$ cat config.mk
export PLATFORM = sky130hd
export DESIGN_NAME = mux_nx1_rr
export DESIGN_NICKNAME = d
export VERILOG_FILES = /design/src/rtl/mux_nx1_rr.sv
export SDC_FILE = /design/constraint.sdc
export NUM_CORES = 1
export LEC_CHECK = 0
export CAP_MARGIN = 20
export CELL_PAD_IN_SITES_DETAIL_PLACEMENT = 0
export CELL_PAD_IN_SITES_GLOBAL_PLACEMENT = 1
export CORE_MARGIN = 2
export CORE_UTILIZATION = 51
export CTS_BUF_LIST = sky130_fd_sc_hd__clkbuf_2
export DETAILED_ROUTE_END_ITERATION = 10
export GPL_TIMING_DRIVEN = 0
export PLACE_DENSITY_LB_ADDON = 0.1
export SLEW_MARGIN = 30
export SYNTH_ARGS = -nofsm -noshare
export SYNTH_HDL_FRONTEND = slang
export SYNTH_SLANG_ARGS = --single-unit
$ cat constraint.sdc
create_clock -name clk -period 3.1 [get_ports clk]
set_input_delay 0.62 -clock clk [delete_from_list [all_inputs] [get_ports clk]]
set_output_delay 0.62 -clock clk [all_outputs]
set_load 0.05 [all_outputs]
$ cat src/rtl/mux_nx1_rr.sv
// mux_nx1_rr: N-to-1 round-robin lane merge with per-lane FIFOs and a registered valid/ready output.
// Optional build macro SKIP_EMPTY_LANE_EN selects work-conserving lane search instead of strict order.
`default_nettype none

module mux_nx1_rr #(
   parameter int NUM_LANES  = 4,
   parameter int DATA_W     = 8,
   parameter int FIFO_DEPTH = 4
) (
   input  logic                           clk,
   input  logic                           reset,
   input  logic [NUM_LANES*DATA_W-1:0]    in_data,
   input  logic [NUM_LANES-1:0]           in_valid,
   output logic [NUM_LANES-1:0]           in_ready,
   output logic [DATA_W-1:0]              out_data,
   output logic                           out_valid,
   output logic [$clog2(NUM_LANES)-1:0]   out_lane,
   input  logic                           out_ready
);

   localparam int SEL_W = $clog2(NUM_LANES);
   localparam int PTR_W = $clog2(FIFO_DEPTH);
   localparam int CNT_W = $clog2(FIFO_DEPTH + 1);

   logic [NUM_LANES-1:0]              push;
   logic [NUM_LANES-1:0]              pop;
   logic [NUM_LANES-1:0]              nonempty;
   logic [NUM_LANES-1:0][DATA_W-1:0]  head_w;

   logic [SEL_W-1:0]   sel_q, sel_d;
   logic [SEL_W-1:0]   load_lane;
   logic               load;
   logic               out_free;

   logic [DATA_W-1:0]  out_data_q;
   logic [SEL_W-1:0]   out_lane_q;
   logic               out_valid_q;

   for (genvar k = 0; k < NUM_LANES; k++) begin : g_lane
      logic [DATA_W-1:0] mem_q [FIFO_DEPTH];
      logic [PTR_W-1:0]  wr_ptr_q;
      logic [PTR_W-1:0]  rd_ptr_q;
      logic [CNT_W-1:0]  cnt_q;

      // Ready depends on occupancy only, never on a same-cycle pop.
      assign in_ready[k] = (cnt_q != CNT_W'(FIFO_DEPTH));
      assign nonempty[k] = (cnt_q != '0);
      assign push[k]     = in_valid[k] & in_ready[k];
      assign pop[k]      = load & (load_lane == SEL_W'(k));
      assign head_w[k]   = mem_q[rd_ptr_q];

      always_ff @(posedge clk) begin
         if (reset) begin
            wr_ptr_q <= '0;
            rd_ptr_q <= '0;
            cnt_q    <= '0;
         end else begin
            if (push[k]) wr_ptr_q <= wr_ptr_q + 1'b1;
            if (pop[k])  rd_ptr_q <= rd_ptr_q + 1'b1;
            case ({push[k], pop[k]})
               2'b10:   cnt_q <= cnt_q + 1'b1;
               2'b01:   cnt_q <= cnt_q - 1'b1;
               default: cnt_q <= cnt_q;
            endcase
         end
      end

      always_ff @(posedge clk) begin
         if (push[k]) mem_q[wr_ptr_q] <= in_data[k*DATA_W +: DATA_W];
      end
   end

   assign out_free = ~out_valid_q | out_ready;

`ifdef SKIP_EMPTY_LANE_EN
   logic             found;
   logic [SEL_W:0]   scan_sum;
   logic [SEL_W-1:0] scan_idx;

   // Rotating priority search starting at sel; first non-empty lane wins.
   always_comb begin
      load_lane = sel_q;
      found     = 1'b0;
      scan_sum  = '0;
      scan_idx  = '0;
      for (int i = 0; i < NUM_LANES; i++) begin
         scan_sum = {1'b0, sel_q} + (SEL_W+1)'(i);
         if (scan_sum >= (SEL_W+1)'(NUM_LANES)) scan_sum = scan_sum - (SEL_W+1)'(NUM_LANES);
         scan_idx = scan_sum[SEL_W-1:0];
         if (!found && nonempty[scan_idx]) begin
            found     = 1'b1;
            load_lane = scan_idx;
         end
      end
      load = out_free & found;
   end
`else
   always_comb begin
      load_lane = sel_q;
      load      = out_free & nonempty[sel_q];
   end
`endif

   always_comb begin
      sel_d = sel_q;
      if (load) sel_d = (load_lane == SEL_W'(NUM_LANES - 1)) ? '0 : load_lane + 1'b1;
   end

   always_ff @(posedge clk) begin
      if (reset) begin
         sel_q       <= '0;
         out_data_q  <= '0;
         out_lane_q  <= '0;
         out_valid_q <= 1'b0;
      end else begin
         sel_q <= sel_d;
         if (load) begin
            out_data_q  <= head_w[load_lane];
            out_lane_q  <= load_lane;
            out_valid_q <= 1'b1;
         end else if (out_ready) begin
            out_valid_q <= 1'b0;
         end
      end
   end

   assign out_data  = out_data_q;
   assign out_lane  = out_lane_q;
   assign out_valid = out_valid_q;

endmodule

`default_nettype wire

==> impl_metrics.ini, run 1 <==
[die]
start_util = 0.524
core.rowCount = 43
core_area_sq_um = 13900
io_pins = 54
dieArea_sq_um = 15300
die_w_microns = 124
die_h_microns = 124

[placed_design]
dp_hpwl_microns = 9960
portBuffers = 52
dp_cells = 703
routabilityCongestion = 0.768

[routing]
first_pass_iters = 5
initialDrtViolationCount = 294
wirelength_microns = 13900
avgViaCountPerCell = 5.53
dr_total_vias = 4063
antenna_left = 0
drc_errors = 0
post_drt_wl_per_cell_microns = 18.9

[synth]
synth-edff-count = 128
syn_area_sq_um = 7310
postSynthCellCount = 471
synth_area_per_cell_sq_um = 15.5
synthArstFlopShare = 0
ys_warn_count = 0
ys_types = 34
ys.flop_type = edfxtp_1
synth_seq_cells = 177
yosysSeqAreaShare = 0.660
synth_nets = 538

[clock_network]
cts.sink_count = 177
holdBufCountCts = 0
clk_latency_ns = 0.73
numCtsBuffers = 17
cts_tree = built
clk_pin_slew_ns = 0.23
cts-htree-levels = 4
root_buffer = clkbuf_2
cts_buffer_depth = 2

[final_layout]
nets = 609
drive_gt1_frac = 0.128
area_delta_synth_final_pct = 13.7
diodes = 0
filler_cell_count = 1150
stdcell_count = 735
fin_util = 0.596

[global_routing]
grt_util_all_layers = 0.197
grt_max_degree = 17
use_met2 = 0.332
busiest_layer = met2
grt.met3_usage = 0.0385
grt_pass1_vias = 4072
use_met1 = 0.259
grt_pass1_wl_microns = 21800
antenna_found_initial = 0
overflow = 0

[worst_setup_path]
crit_path_cell_trace = or3b_1 -> clkdlybuf4s50_1
crit_path_top_delay_cell = clkdlybuf4s50_1
critPathArrivalTime_ns = 2.34
max_stage_delay_ns = 0.74
critPathMaxFanout = 6
start_kind = flip-flop
reg2reg_depth = 9
critPathKind = reg -> out
cp.required_ns = 2.48
endpoint_kind = primary output

[sta]
final-setup-viol-count = 0
relSlewSlack = 0.588
grt_setup_unrepaired = no
fin_setup_tns_ns = 0
holdWs_ns = 0.482
worst_slew_pin_slew_ns = 0.617
finClkSkew_ns = 0.0383
max_freq_ghz = 0.338
finalCriticalPeriod_ns = 2.96
finalHoldViolCount = 0
slew_violations = 0
period_share = 0.954

[power]
power.density_nw_per_um2 = 731
vdd_ir_drop_max_v = 0.000347
p_total_w = 0.00607
leakage_nw = 2.85

[run]
drv_cap = 0

[status]
status = completed

[min_path]
min_path_cells = 3
holdCritPathClass = in -> reg
==> per-layer routing <==
layer  wire length, microns  vias up
met2                   7010       74
met4                    148        0
met1                   6250     2037
met5                      0        -
met3                    465       13
li1                       -     1939
==> worst paths after layout <==
path	from	end	slack [ns]
min reg2reg	out_data[5]	out_data[5]	0.50
max	g_lane[1].cnt_q[2]	in_ready[1]	0.14
max reg2reg	load_lane[0]	g_lane[0].cnt_q[2]	0.29
min	reset	g_lane[3].rd_ptr_q[0]	0.48
==> cell usage after synthesis, types with 4 or more instances <==
| master | number | area share |
|---|---|---|
| a211o_1 | 8 | 0.0096 |
| a21oi_1 | 28 | 0.019 |
| a22oi_1 | 16 | 0.016 |
| and2_1 | 5 | 0.0043 |
| and3_1 | 20 | 0.017 |
| buf_1 | 7 | 0.0036 |
| buf_2 | 4 | 0.0027 |
| clkbuf_1 | 10 | 0.0051 |
| dfxtp_1 | 49 | 0.13 |
| edfxtp_1 | 128 | 0.53 |
| fa_1 | 4 | 0.011 |
| ha_1 | 24 | 0.041 |
| inv_1 | 25 | 0.013 |
| mux2_1 | 8 | 0.012 |
| mux4_2 | 34 | 0.10 |
| nand2_1 | 12 | 0.0062 |
| nor2_1 | 22 | 0.011 |
| nor2b_1 | 6 | 0.0051 |
| nor3_1 | 4 | 0.0027 |
| o21ai_0 | 15 | 0.010 |
| o31ai_1 | 4 | 0.0041 |
| or3_1 | 8 | 0.0068 |
| or3b_1 | 4 | 0.0048 |
| or4_1 | 6 | 0.0062 |
| xnor2_1 | 4 | 0.0048 |
| xor2_1 | 8 | 0.0096 |
==> cell families after synthesis <==
logic type,synth area share
AO/OA/AOI/OAI,0.0618
XOR/XNOR,0.0144
adder cells (fa/ha/maj),0.0521
buffers and inverters,0.0264
flip-flops,0.660
multiplexers,0.117
AND/OR/NAND/NOR,0.0680
==> stage by stage <==
stage          area [sq um]  setup slack [ns]
2_1_floorplan          7310             0.556
3_3_place_gp           8050            0.0944
3_5_place_dp           8050            0.0847
4_1_cts                8310            0.0538
5_1_grt                8310           0.00780
6_report               8310             0.143
==> where the power goes <==
group | internal (W) | switching (W)
Combinational | 0.000765 | 0.00111
Clock | 0.000451 | 0.000760
Sequential | 0.00282 | 0.000164
Total | 0.00403 | 0.00204
==> registers in the layout, indices dropped and copies added, names as in the netlist, named ones only <==
register and cells:
g_lane.mem_q 128, g_lane.cnt_q 12, g_lane.rd_ptr_q 8, g_lane.wr_ptr_q 8
out_data 8, load_lane 2, out_lane 2, out_valid 1
==> cell usage in the layout (no fill, tap or decap), drive strengths merged <==
cell and instances:
a211o 8, a21oi 28, a22oi 16, a32oi 1, and2 5, and2b 1, and3 20, buf 12
bufinv 3, clkbuf 28, clkdlybuf4s50 49, clkinv 6, clkinvlp 3, dfxtp 49, dlygate4sd2 2, dlymetal6s2s 1
edfxtp 128, fa 4, ha 24, inv 28, mux2 8, mux4 34, nand2 12, nand2b 1
nand3 1, nor2 22, nor2b 6, nor3 4, o211ai 1, o21ai 15, o31ai 4, or2 1
or3 8, or3b 4, or4 6, xnor2 4, xor2 8
==> worst max-delay path: cells and delay by family (launching register included) <==
family / cells / cell delay (ns)
buf+inv: 1 / 0.74
simple gates: 1 / 0.46
flops: 1 / 0.43
==> repair_timing <==
action,CTS,global route
setup buffers,0,0
gates cloned,0,0
gates resized for setup,2,1
pin swaps,0,0
endpoints found under the setup margin,2,1
==> area by class of cell <==
| class | instances | area [sq um] | share of cell area |
|---|---|---|---|
| clock inverter | 14 | 165 | 0.0199 |
| sequential | 177 | 4820 | 0.581 |
| timing repair buffer | 52 | 520 | 0.0627 |
| tap | 180 | 225 | 0.0271 |
| buffer | 22 | 95.1 | 0.0114 |
| clock buffer | 18 | 90.1 | 0.0108 |
| inverter | 26 | 97.6 | 0.0117 |
| multi-input combinational | 246 | 2290 | 0.276 |
Note: power is estimated with default switching activity, not from simulation.
==> run 2, diff against run 1 <==
Settings changed: CORE_MARGIN 2 to unset, CORE_UTILIZATION 51 to 40.
==> run 2 against run 1 <==
Against the previous run: via count is essentially flat; global-route usage shrank 2.6 points; register-to-register slack improved by 0.04 ns; first-iteration DRC count is 22% lower; sequential cell count stayed put; clock power decreased by 3%; combinational power increased by 3%; critical path type is now reg -> reg.
==> impl_metrics.ini, run 2 (synthesis results as in run 1) <==
[sta]
finalHoldViolCount = 0
period_share = 0.892
worst_slew_pin_slew_ns = 0.729
final-setup-viol-count = 0
max_freq_ghz = 0.362
postLayoutSetupSlackWorst_ns = 0.334
slew_violations = 0
relSlewSlack = 0.512
grt_setup_unrepaired = no
finClkSkew_ns = 0.0433
finalCriticalPeriod_ns = 2.77
fin_setup_tns_ns = 0

[global_routing]
antenna_found_initial = 1
grt_pass1_vias = 4112
grt_max_degree = 20
overflow = 0
grt_pass1_wl_microns = 23000
grt_util_all_layers = 0.171

[worst_setup_path]
cp.required_ns = 3.77
max_stage_delay_ns = 0.61
critPathArrivalTime_ns = 3.44
crit_start = load_lane[0]
path_depth = 9
crit_path_cell_trace = inv_2 -> mux4_2 -> and3_1 -> ha_1 -> inv_1 -> fa_1 -> xor2_1 -> or3_1 -> a21oi_1
start_kind = flip-flop
endpoint_kind = flip-flop
r2r_start = load_lane[0]
crit_buf_inv = 2
r2r_slack_ns = 0.33
crit_family = flip-flops
crit_path_top_delay_cell = dfxtp_1
critPathMaxFanout = 11
critPathKind = reg -> reg
reg2reg_depth = 9

[min_path]
min_from = reset
holdCritPathClass = in -> reg
min_path_cells = 3

[die]
die_w_microns = 137
start_util = 0.408
io_pins = 54
dieArea_sq_um = 18800
core_area_sq_um = 17900
core.rowCount = 49
die_h_microns = 137

[placed_design]
post-place-ws_ns = 0.0373
routabilityCongestion = 0.722
dp_hpwl_microns = 10800
portBuffers = 52

[final_layout]
largest-register = g_lane.mem_q
reg_top3 = g_lane.mem_q: 128 flops, g_lane.cnt_q: 12 flops
drive_gt1_frac = 0.132
area_delta_synth_final_pct = 14.4
final_cell_mix = edfxtp_1, dfxtp_1, clkdlybuf4s50_1
layout_commonest_cell = edfxtp_1
largest_reg_flops = 128
nets = 609

[power]
vdd_ir_drop_max_v = 0.000262
power.density_nw_per_um2 = 728
leakage_nw = 2.84
p_total_w = 0.00608

[clock_network]
root_buffer = clkbuf_2
clk_pin_slew_ns = 0.27
cts_buffer_depth = 2
cts_tree = built
clk_latency_ns = 0.74
holdBufCountCts = 0
cts.sink_count = 177
cts-htree-levels = 4
numCtsBuffers = 17

[routing]
avgViaCountPerCell = 5.17
drc_errors = 0
initialDrtViolationCount = 230
wirelength_microns = 15100
top_layer = met4
dr_total_vias = 4061
dr_wl_met2_microns = 7590
antenna_left = 0
first_pass_iters = 4
drt-met1-wl_microns = 6890
route.met3.wl_microns = 483
post_drt_wl_per_cell_microns = 19.2

[status]
status = completed

[run]
drv_cap = 0
-- run 2: changes by cell type in the layout (fill, tap and decap cells not counted), sizes merged --
cell / before / now
inv: 28 / 36
bufinv: 3 / 0
clkinv: 6 / 3
clkbuf: 28 / 27
clkdlybuf4s50: 49 / 48
clkinvlp: 3 / 2
diode: 0 / 1
dlymetal6s2s: 1 / 2
-- run 2: worst paths after layout --
kind	endpoint
setup / recovery	g_lane[0].cnt_q[2]
hold / removal	flip-flop
setup reg to reg	g_lane[0].cnt_q[2]
hold reg to reg	flip-flop
-- run 2: worst reg2reg max path, delay by kind of cell (launching register included) --
family,cells,cell delay (ns)
and+or+nand+nor,2,0.58
AOI/OAI and AO/OA,1,0.13
adders and majority gates,2,0.61
xor gates and xnor gates,1,0.16
buffers and inverters,2,0.21
muxes,1,0.44
DFF,1,0.61
-- run 2: repair_timing --
| item | 4_1_cts | 5_1_grt |
|---|---|---|
| setup buffers | 0 | 0 |
| resized for setup | 2 | 2 |
| setup endpoints to repair | 2 | 2 |
-- run 2: per-layer routing --
layer | GRT usage | vias up
li1 | - | 1931
met3 | 0.0356 | 7
met5 | 0 | -
met4 | 0.0440 | 0
met2 | 0.288 | 72
met1 | 0.225 | 2051
-- run 2: cell type report --
class	instances	area (sq um)
fill	1610	9540
sequential	177	4820
multi-input combinational	246	2290
timing repair buffer	52	523
tap	229	287
clock inverter	15	156
inverter	26	97.6
buffer	22	95.1
clock buffer	17	85.1
antenna	1	2.50
-- run 2: power breakdown --
part	leakage (nW)	total (W)	internal [W]	switching, W
Combinational	1.13	0.00193	0.000768	0.00116
Clock	0.142	0.00117	0.000268	0.000899
Sequential	1.58	0.00299	0.00282	0.000168
Total	2.84	0.00608	0.00386	0.00223
-- run 2: stage by stage --
step                utilization  hold WS, ns  area, sq um  cells
finish                    0.467        0.439         8360    785
detailed placement        0.453        0.477         8110    752
CTS                       0.467        0.358         8350    784
global route              0.467        0.360         8360    785
floorplan                     -        0.453         7310    471
global placement          0.453        0.469         8110    752
==> run 3, diff against run 2 <==
Settings changed: ABC_AREA set to 0.
==> results of run 3 <==
Final layout, timing and power as in run 2 (identical DEF).
